===== src/rtl/topk_stream_packer_pkg.sv =====
// rtl/topk_stream_packer_pkg.sv - shared constants and lane helpers for the top-k packer/selector
package topk_stream_packer_pkg;

    localparam int DEF_DATA_WIDTH    = 32;
    localparam int DEF_LOG_INPUT_NUM = 4;

    // FP32 infinities; NEG_INF is the pad so padding always loses a top-k compare.
    localparam logic [31:0] NEG_INF = 32'hFF800000;
    localparam logic [31:0] POS_INF = 32'h7F800000;

    // Lanes per vector for a given log2 lane count.
    function automatic int lanes(input int log_input_num);
        return 1 << log_input_num;
    endfunction

    // Lane i occupies [width*(i+1)-1 -: width], i.e. starts at bit width*i.
    function automatic int lane_lo(input int lane, input int width);
        return lane * width;
    endfunction

endpackage


===== src/rtl/topk_stream_packer_if.sv =====
// rtl/topk_stream_packer_if.sv - element input stream and packed-pair output bundle
// Signals:
//   i_valid/i_ready/i_data/i_last : serial element stream into the packer
//   o_valid/o_ready/x_0/x_1/o_last: packed pair stream out of the packer
// Modports: slave = packer side, master = feeder/consumer side.
interface topk_stream_packer_if
    import topk_stream_packer_pkg::*;
#(
    parameter int DATA_WIDTH    = DEF_DATA_WIDTH,
    parameter int LOG_INPUT_NUM = DEF_LOG_INPUT_NUM
);
    localparam int N = lanes(LOG_INPUT_NUM);

    logic                    i_valid;
    logic                    i_ready;
    logic [DATA_WIDTH-1:0]   i_data;
    logic                    i_last;
    logic                    o_valid;
    logic                    o_ready;
    logic [DATA_WIDTH*N-1:0] x_0;
    logic [DATA_WIDTH*N-1:0] x_1;
    logic                    o_last;

    modport slave (
        input  i_valid, i_data, i_last, o_ready,
        output i_ready, o_valid, x_0, x_1, o_last
    );

    modport master (
        output i_valid, i_data, i_last, o_ready,
        input  i_ready, o_valid, x_0, x_1, o_last
    );

endinterface


===== src/rtl/topk_pack_bank.sv =====
// rtl/topk_pack_bank.sv - one 2N-slot packing bank with fill count, close flag and padded read view
// Ports:
//   clk, rst     : clock, synchronous active-high reset (empties the bank)
//   wr_en_i      : write wr_data_i into slot cnt (only issued while not full)
//   wr_data_i    : element to store
//   wr_last_i    : element ends a frame; closes the bank
//   clr_i        : bank consumed downstream; empty it (only issued while full)
//   full_o       : bank closed and waiting to be read
//   last_o       : closing beat carried i_last
//   closing_o    : this cycle's write closes the bank
//   x0_o, x1_o   : slots 0..N-1 and N..2N-1, unwritten slots shown as PAD_VALUE
module topk_pack_bank
    import topk_stream_packer_pkg::*;
#(
    parameter int                    DATA_WIDTH    = DEF_DATA_WIDTH,
    parameter int                    LOG_INPUT_NUM = DEF_LOG_INPUT_NUM,
    parameter logic [DATA_WIDTH-1:0] PAD_VALUE     = NEG_INF
) (
    input  logic                                      clk,
    input  logic                                      rst,
    input  logic                                      wr_en_i,
    input  logic [DATA_WIDTH-1:0]                     wr_data_i,
    input  logic                                      wr_last_i,
    input  logic                                      clr_i,
    output logic                                      full_o,
    output logic                                      last_o,
    output logic                                      closing_o,
    output logic [DATA_WIDTH*lanes(LOG_INPUT_NUM)-1:0] x0_o,
    output logic [DATA_WIDTH*lanes(LOG_INPUT_NUM)-1:0] x1_o
);
    localparam int N  = lanes(LOG_INPUT_NUM);
    localparam int CW = LOG_INPUT_NUM + 2;
    localparam int AW = LOG_INPUT_NUM + 1;
    localparam logic [CW-1:0] CAP = CW'(2 * N);

    logic [DATA_WIDTH-1:0] mem_q [2*N];
    logic [CW-1:0]         cnt_q;
    logic                  full_q;
    logic                  last_q;

    assign closing_o = wr_en_i && (((cnt_q + CW'(1)) == CAP) || wr_last_i);
    assign full_o    = full_q;
    assign last_o    = last_q;

    always_ff @(posedge clk) begin
        if (rst) begin
            cnt_q  <= '0;
            full_q <= 1'b0;
            last_q <= 1'b0;
        end else if (clr_i) begin
            cnt_q  <= '0;
            full_q <= 1'b0;
            last_q <= 1'b0;
        end else if (wr_en_i) begin
            cnt_q <= cnt_q + CW'(1);
            if (closing_o) begin
                full_q <= 1'b1;
                last_q <= wr_last_i;
            end
        end
    end

    // Data needs no reset: every slot at or above cnt is masked to PAD_VALUE.
    // Writes only happen while cnt < 2N, so the low AW bits address the slot.
    always_ff @(posedge clk) begin
        if (wr_en_i) begin
            mem_q[cnt_q[AW-1:0]] <= wr_data_i;
        end
    end

    always_comb begin
        x0_o = '0;
        x1_o = '0;
        for (int j = 0; j < N; j++) begin
            x0_o[lane_lo(j, DATA_WIDTH) +: DATA_WIDTH] =
                (CW'(j) < cnt_q) ? mem_q[j] : PAD_VALUE;
            x1_o[lane_lo(j, DATA_WIDTH) +: DATA_WIDTH] =
                (CW'(j + N) < cnt_q) ? mem_q[j + N] : PAD_VALUE;
        end
    end

endmodule


===== src/rtl/topk_stream_packer.sv =====
// rtl/topk_stream_packer.sv - ping-pong packer of a serial FP32 stream into N-lane vector pairs
// Ports:
//   clk  : clock
//   rst  : synchronous active-high reset; discards partial and pending banks
//   bus  : slave side of topk_stream_packer_if
//          i_valid/i_ready/i_data/i_last in, o_valid/o_ready/x_0/x_1/o_last out
// Two banks alternate: wr fills one while rd presents the other, so input
// keeps streaming while a closed pair waits for the selector.
module topk_stream_packer
    import topk_stream_packer_pkg::*;
#(
    parameter int                    DATA_WIDTH    = DEF_DATA_WIDTH,
    parameter int                    LOG_INPUT_NUM = DEF_LOG_INPUT_NUM,
    parameter logic [DATA_WIDTH-1:0] PAD_VALUE     = NEG_INF
) (
    input  logic                    clk,
    input  logic                    rst,
    topk_stream_packer_if.slave     bus
);
    localparam int N  = lanes(LOG_INPUT_NUM);
    localparam int VW = DATA_WIDTH * N;

    logic          wr_q, wr_d;
    logic          rd_q, rd_d;
    logic          accept;
    logic          drain;
    logic          show;
    logic          wr_en   [2];
    logic          clr     [2];
    logic          full    [2];
    logic          last    [2];
    logic          closing [2];
    logic [VW-1:0] view0   [2];
    logic [VW-1:0] view1   [2];

    for (genvar b = 0; b < 2; b++) begin : g_bank
        topk_pack_bank #(
            .DATA_WIDTH    (DATA_WIDTH),
            .LOG_INPUT_NUM (LOG_INPUT_NUM),
            .PAD_VALUE     (PAD_VALUE)
        ) u_bank (
            .clk       (clk),
            .rst       (rst),
            .wr_en_i   (wr_en[b]),
            .wr_data_i (bus.i_data),
            .wr_last_i (bus.i_last),
            .clr_i     (clr[b]),
            .full_o    (full[b]),
            .last_o    (last[b]),
            .closing_o (closing[b]),
            .x0_o      (view0[b]),
            .x1_o      (view1[b])
        );
    end

    // Ready comes only from registered bank state, never from i_valid.
    assign accept = bus.i_valid && !full[wr_q];
    // Outputs are forced to zero while reset is asserted or no pair is ready.
    assign show   = full[rd_q] && !rst;
    assign drain  = show && bus.o_ready;

    always_comb begin
        wr_en[0] = 1'b0;
        wr_en[1] = 1'b0;
        clr[0]   = 1'b0;
        clr[1]   = 1'b0;
        wr_en[wr_q] = accept;
        clr[rd_q]   = drain;
        // Closing and draining are independent, so both pointers may move together.
        wr_d = wr_q ^ (closing[0] || closing[1]);
        rd_d = rd_q ^ drain;
    end

    always_ff @(posedge clk) begin
        if (rst) begin
            wr_q <= 1'b0;
            rd_q <= 1'b0;
        end else begin
            wr_q <= wr_d;
            rd_q <= rd_d;
        end
    end

    assign bus.i_ready = !full[wr_q];
    assign bus.o_valid = show;
    assign bus.o_last  = show && last[rd_q];
    assign bus.x_0     = show ? view0[rd_q] : '0;
    assign bus.x_1     = show ? view1[rd_q] : '0;

endmodule


===== src/flat_wrapper.sv =====
// flat-port wrapper written by rule: the top's interface ports become plain ports
module topk_stream_packer_flat import topk_stream_packer_pkg::*;
#(
    parameter int                    DATA_WIDTH    = DEF_DATA_WIDTH,
    parameter int                    LOG_INPUT_NUM = DEF_LOG_INPUT_NUM,
    parameter logic [DATA_WIDTH-1:0] PAD_VALUE     = NEG_INF
)
  (clk, rst, bus_i_valid, bus_i_data, bus_i_last, bus_o_ready, bus_i_ready, bus_o_valid, bus_x_0, bus_x_1, bus_o_last);
  topk_stream_packer_if #(.DATA_WIDTH(DATA_WIDTH), .LOG_INPUT_NUM(LOG_INPUT_NUM)) bus_i ();
  input  logic clk;
  input  logic rst;
  input wire logic [$bits(bus_i.i_valid)-1:0] bus_i_valid;
  input wire logic [$bits(bus_i.i_data)-1:0] bus_i_data;
  input wire logic [$bits(bus_i.i_last)-1:0] bus_i_last;
  input wire logic [$bits(bus_i.o_ready)-1:0] bus_o_ready;
  output wire logic [$bits(bus_i.i_ready)-1:0] bus_i_ready;
  output wire logic [$bits(bus_i.o_valid)-1:0] bus_o_valid;
  output wire logic [$bits(bus_i.x_0)-1:0] bus_x_0;
  output wire logic [$bits(bus_i.x_1)-1:0] bus_x_1;
  output wire logic [$bits(bus_i.o_last)-1:0] bus_o_last;
  assign bus_i.i_valid = bus_i_valid;
  assign bus_i.i_data = bus_i_data;
  assign bus_i.i_last = bus_i_last;
  assign bus_i.o_ready = bus_o_ready;
  assign bus_i_ready = bus_i.i_ready;
  assign bus_o_valid = bus_i.o_valid;
  assign bus_x_0 = bus_i.x_0;
  assign bus_x_1 = bus_i.x_1;
  assign bus_o_last = bus_i.o_last;
  topk_stream_packer #(.DATA_WIDTH(DATA_WIDTH), .LOG_INPUT_NUM(LOG_INPUT_NUM), .PAD_VALUE(PAD_VALUE)) u_core (.clk(clk), .rst(rst), .bus(bus_i));
endmodule

===== config.mk =====
export PLATFORM = sky130hd
export DESIGN_NAME = topk_stream_packer_flat
export DESIGN_NICKNAME = d
export VERILOG_FILES = /design/src/rtl/topk_stream_packer_pkg.sv /design/src/rtl/topk_stream_packer_if.sv /design/src/rtl/topk_pack_bank.sv /design/src/rtl/topk_stream_packer.sv /design/src/flat_wrapper.sv
export SDC_FILE = /design/constraint.sdc
export NUM_CORES = 2
export LEC_CHECK = 0
export CAP_MARGIN = 40
export CORE_AREA = 5 5 415 417
export DETAILED_ROUTE_END_ITERATION = 6
export DIE_AREA = 0 0 420 422
export MAX_ROUTING_LAYER = met4
export PLACE_DENSITY = 0.79
export SLEW_MARGIN = 20
export SYNTH_ARGS = -nofsm -noshare
export SYNTH_HDL_FRONTEND = slang
export SYNTH_SLANG_ARGS = --single-unit

===== constraint.sdc =====
create_clock -name clk -period 9.3 [get_ports clk]
set_input_delay 2.325 -clock clk [delete_from_list [all_inputs] [get_ports clk]]
set_output_delay 2.325 -clock clk [all_outputs]
set_load 0.005 [all_outputs]

# Word level (Yosys, flattened, before mapping)
# Memories as Yosys holds them, arrays and structs flattened.
# Cells that the tools add are included.
# Widths: inputs -> output; s select.
classes:
  n_shift: 0
  eq_ne: 2
  muxes: 89
  n_reduce_logical: 17
  div_mod_pow: 0
  magnitude_cmp: 68
  bitwise: 6
  mul: 0
  addsub: 2
ops:
  columns: ["operator", "n"]
  rows:
  - ["$mux 512", 8]
  - ["$mux 32", 64]
  - ["$lt 5x6->1 const A", 32]
  - ["$lt 4x6->1 const A", 16]
  - ["$lt 3x6->1 const A", 8]
  - ["$lt 1x6->1 const A", 4]
  - ["$lt 2x6->1 const A", 4]
  - ["$mux 1", 15]
  - ["$add 6x1->6 const B", 2]
  - ["$eq 6x6->1 const B", 2]
  - ["$logic_and 1x1->1", 8]
  - ["$and 2x2->2", 2]
  - ["$ge 2x2->1 const B", 2]
  - ["$lt 2x1->1 const B", 2]
  - ["$not 1->2", 2]
  - ["$reduce_and 2->1", 2]
  - ["$reduce_or 2->1", 2]
  - ["$logic_or 1x1->1", 3]
  - ["$demux 1 s1", 2]
  - ["$logic_not 1->1", 2]
  - ["$xor 1x1->1", 2]
totals:
  mem_count: 2
  romBits: 0
  latchBits: 0
  word_cells: 194
  ramBits: 2048
  reg_bits: 18
  input_bits: 37
  out_inout_bits: 1027
memory_table:
  columns: ["name", "depth", "word_bits", "read_ports", "rd_ports_with_merged_regs", "wr", "line_no", "source"]
  rows:
  - ["u_core.g_bank[0].u_bank.mem_q", 32, 32, 32, 0, 1, "topk_pack_bank.sv:36", "logic [DATA_WIDTH-1:0] mem_q [2*N];"]
  - ["u_core.g_bank[1].u_bank.mem_q", 32, 32, 32, 0, 1, "topk_pack_bank.sv:36", null]

# Logic depth before layout (Yosys ltp)
depth:
  ltp_word: 10
  ltp_mapped: 11
  mapped_depth_nobuf: 9

# Modules after synthesis
# From an unflattened synthesis, not the netlist that was laid out.
unflattened:
  cells_unflattened: 8265
  area_unflattened_um2: 100874.2
by_module_without_submodules:
  columns: ["module", "n_inst", "seq_area_each_um2", "cells_per_inst", "area_each_um2"]
  rows:
  - ["topk_pack_bank (u_core.g_bank[0].u_bank)", 1, 30909.6, 2301, 38720.9]
  - ["topk_pack_bank (u_core.g_bank[1].u_bank)", 1, 30909.6, 2301, 38715.9]
  - ["topk_stream_packer", 1, 40.0, 3663, 23437.5]

# Worst setup path after synthesis
# No wires, ideal clock.
synth_timing:
  path_kind: "input-to-reg"
  start: "input port bus_i_valid"
  end: "memory u_core.g_bank[0].u_bank.mem_q[12][0] (netlist name) (enable)"
  path_stages: 4
  setup_slack_ns: 3.470
  t_required_ns: 8.839
  arrival_ns: 5.369
  setup_ns: 0.461
  n_path_buf: 1
  cell_sequence: "nor3b_1 clkbuf_1 nand2_1 nor3_1"
synth_via:
  elab_chain_cells: 4
synth_lines:
  columns: ["element", "line_no", "source"]
  rows:
  - ["start: declaration", "flat_wrapper.sv:12", "input wire logic [$bits(bus_i.i_valid)-1:0] bus_i_valid;"]
  - ["$logic_and 1x1->1", "topk_stream_packer.sv:57", "assign accept = bus.i_valid && !full[wr_q];"]
  - ["$and 2x2->2 (no line)", null, null]
  - ["$mux 1", "topk_pack_bank.sv:66", "if (wr_en_i) begin"]
  - ["$mux 1 (implied by the code)", "topk_pack_bank.sv:67", "mem_q[cnt_q[AW-1:0]] <= wr_data_i;"]
  - ["end: declaration", "topk_pack_bank.sv:36", null]
# Every way passes these cells.

# Worst setup path in the final report
layout_timing:
  start: "input port rst"
  end: "output port bus_x_1[238]"
layout_via:
  elab_chain_cells: 3
layout_lines:
  columns: ["element", "line_no", "source"]
  rows:
  - ["start: declaration", "flat_wrapper.sv:11", "input logic rst;"]
  - ["$logic_not 1->1", "topk_stream_packer.sv:59", "assign show = full[rd_q] && !rst;"]
  - ["$logic_and 1x1->1", "topk_stream_packer.sv:59", null]
  - ["$mux 512", "topk_stream_packer.sv:88", "assign bus.x_1 = show ? view1[rd_q] : '0;"]
  - ["end: declaration", "flat_wrapper.sv:19", "output wire logic [$bits(bus_i.x_1)-1:0] bus_x_1;"]
# Every way passes these cells.

==> flow_metrics.tcl <==
set metrics [dict create \
    synth_area_um2 76800 \
    cp_data_required_time_ns 6.98 \
    clk_pin_slew_ns 0.06 \
    r2r_start "u_core.rd_q$_SDFF_PP0_" \
    syn2layout_area_growth_pct 28.6 \
    synthDistinctLibCells 56 \
    status "finished, violations left" \
    antenna_found_initial 18 \
    wire_per_inst_um 33.6 \
    min_period_over_period_pct 84.0 \
    max_freq_mhz 128 \
    grt_use_total_pct 31.1 \
    rrSetupSlack_ns 5.85 \
    rows 151 \
    nNetsFinal 5903 \
    cap_viol_max_count 0 \
    cts.htree.levels 4 \
    met1_length_mm 93.2 \
    vias 51600 \
    ant_nets 0 \
    multiInputGateArea_um2 14300 \
    clockRootBuffer "clkbuf_16" \
    clk_latency_ns 0.87 \
    wirelength_mm 277 \
    core_area_um2 168000 \
    crit_path_max_fanout 191 \
    grt_pass1_wl_mm 375 \
    postCtsSetupBuffers 0 \
    wl_met2_mm 132 \
    finClkSkew_ns 0.0568 \
    start_util_pct 45.6 \
    powerDensity_nw_per_um2 189 \
    rr_worst_depth 9 \
    vias_per_cell 6.26 \
    fin_crit_ns 7.81 \
    die_y_um 422 \
    final_common_cell "edfxtp_1" \
    reg2reg_to "u_core.g_bank[1].u_bank.last_o$_SDFFE_PP0P_" \
    final_cell_mix "edfxtp_1, clkdlybuf4s50_1, nor2_1" \
    yosysWarnings 0 \
    stdcell_count 8236 \
    setup_viol 0 \
    grt_pass1_vias 49500 \
    vdd_drop_max_mv 0.197 \
    arrival_ns 5.48 \
    synth_edf_count 2048 \
    post_cts_resized 0 \
    crit_path_end_kind "output pin" \
    io_buffers 1063 \
    synthFlopType "edfxtp_1" \
    wl_met3_mm 30.2 \
    drcViolationCount 13 \
    drtIter0Drc 8431 \
    cp-endpoint "bus_x_1[238]" \
    register_area_um2 61900 \
    path_class "in -> out" \
    io_pins 1064 \
    drive_gt1_share_pct 12.9 \
    n_fill_cell 12000 \
    avgSynthCellArea_um2 16.4 \
    topRoutingLayerUsed "met4" \
    clockBufferDepth 3 \
    cts.sinks 2066 \
    die-area_um2 177000 \
    rsz0062_at_grt "no" \
    cp-start-kind "input pin" \
    leakagePower_nw 29.2 \
    seq_area_frac_synth_pct 80.5 \
    finalMaxSlewViolations 0 \
    numCtsBuffers 196 \
    violations "design-rule violations" \
    synth.ff_latch_count 2066 \
    cts_tree "done" \
    grt_start_max_net_pins 269 \
    grt_overflow_total 0 \
    synth_fp_nets 4744 \
    gp_congestion 0.851 \
    slew_headroom_pct 20.5 \
    hold_viol 0 \
    worst_pin_slew_ns 1.19 \
    startpoint "rst" \
    synthCells 4695 \
    hp-class "reg -> reg" \
    dr.pass1.iters 7 \
    hpwl_mm 186 \
    placedCellCount 7870 \
    setup_tns_ns 0 \
    die_w_um 420 \
    cts_hold_buf 0 \
    synthArstFlopShare_pct 0 \
]
## power breakdown
part	leakage, nW	internal (mW)	switching (mW)
logic	7.69	0.190	0.511
clock network	2.95	4.19	3.50
registers	18.6	10.3	0.0158
## cells in the mapped netlist, types with 8 or more instances
master | instances | area [um2]
edfxtp_1 | 2048 | 61500
nor2_1 | 1030 | 3870
a22oi_1 | 728 | 5470
o22ai_1 | 199 | 1240
clkbuf_1 | 150 | 563
buf_2 | 132 | 661
o221a_2 | 90 | 1010
a21oi_1 | 34 | 170
nand2_1 | 32 | 120
a21o_1 | 18 | 135
dfxtp_1 | 18 | 360
o21ai_2 | 17 | 149
buf_4 | 12 | 90.1
ha_1 | 12 | 150
buf_1 | 10 | 37.5
o21a_1 | 10 | 75.1
o21ai_1 | 10 | 50.1
a211oi_1 | 9 | 67.6
or2_2 | 9 | 56.3
a22oi_2 | 8 | 100
## registers in the layout, indices dropped and copies added (netlist names)
name	count
u_core.g_bank.u_bank.cnt_q	12
u_core.g_bank.u_bank.full_o	2
u_core.g_bank.u_bank.last_o	2
u_core.rd_q	1
u_core.g_bank.u_bank.mem_q	2048
u_core.wr_q	1
## critical path, cell delays in order
cell and delay [ns]:
clkdlybuf4s50_1 0.59, or2_4 0.69, buf_12 0.50, nor2_1 0.30, clkdlybuf4s50_1 0.54
## per-stage QoR
stage	total power [mW]	setup WS (ns)	area, um2	utilization (%)	hold WS, ns
4_1_cts	18.7	1.61	98700	58.6	0.516
6_report	18.7	1.49	98800	58.7	0.516
2_1_floorplan	10.6	3.47	76800	-	0.459
5_1_grt	19.1	1.42	98800	58.7	0.538
3_3_place_gp	11.1	1.48	90200	53.6	0.482
3_5_place_dp	11.2	1.66	92500	55.0	0.498
## layout make-up
| type | instances | share of cell area (%) |
|---|---|---|
| clock inverter | 113 | 1.08 |
| multi-input combinational | 2309 | 14.5 |
| sequential | 2066 | 62.6 |
| antenna | 7 | 0.0177 |
| clock buffer | 242 | 5.14 |
| timing repair buffer | 1272 | 13.8 |
| inverter | 9 | 0.0393 |
| tap | 2218 | 2.81 |
## how the worst min path moves through the flow
stage          cells past startpoint                                   startpoint                                     endpoint  slack [ns]
3_3_place_gp                       1  u_core.g_bank[0].u_bank.last_o$_SDFFE_PP0P_  u_core.g_bank[0].u_bank.last_o$_SDFFE_PP0P_        0.48
5_1_grt                            1  u_core.g_bank[0].u_bank.last_o$_SDFFE_PP0P_  u_core.g_bank[0].u_bank.last_o$_SDFFE_PP0P_        0.54
4_1_cts                            1  u_core.g_bank[0].u_bank.last_o$_SDFFE_PP0P_  u_core.g_bank[0].u_bank.last_o$_SDFFE_PP0P_        0.52
2_1_floorplan                      1  u_core.g_bank[0].u_bank.last_o$_SDFFE_PP0P_  u_core.g_bank[0].u_bank.last_o$_SDFFE_PP0P_        0.46
3_5_place_dp                       1  u_core.g_bank[0].u_bank.last_o$_SDFFE_PP0P_  u_core.g_bank[0].u_bank.last_o$_SDFFE_PP0P_        0.50
6_report                           1  u_core.g_bank[0].u_bank.last_o$_SDFFE_PP0P_  u_core.g_bank[0].u_bank.last_o$_SDFFE_PP0P_        0.52
## routing by layer
layer | track usage, % | vias up
met5 | - | -
met4 | 20.0 | 0
met3 | 5.71 | 821
met2 | 48.2 | 4370
met1 | 37.8 | 25600
li1 | - | 20800
## logic make-up (layout without fill, tap and decap cells)
group	count (synthesis)	count (layout)	share of synthesized area, %
flops	2066	2066	80.5
compound gates	1151	1151	11.4
simple gates	1135	1135	5.84
buf+inv	320	1636	1.88
fa+ha+maj	12	12	0.195
xor+xnor	8	8	0.0912
mux	3	3	0.0391
other cells	0	7	0
(Power assumes the default switching activity.)
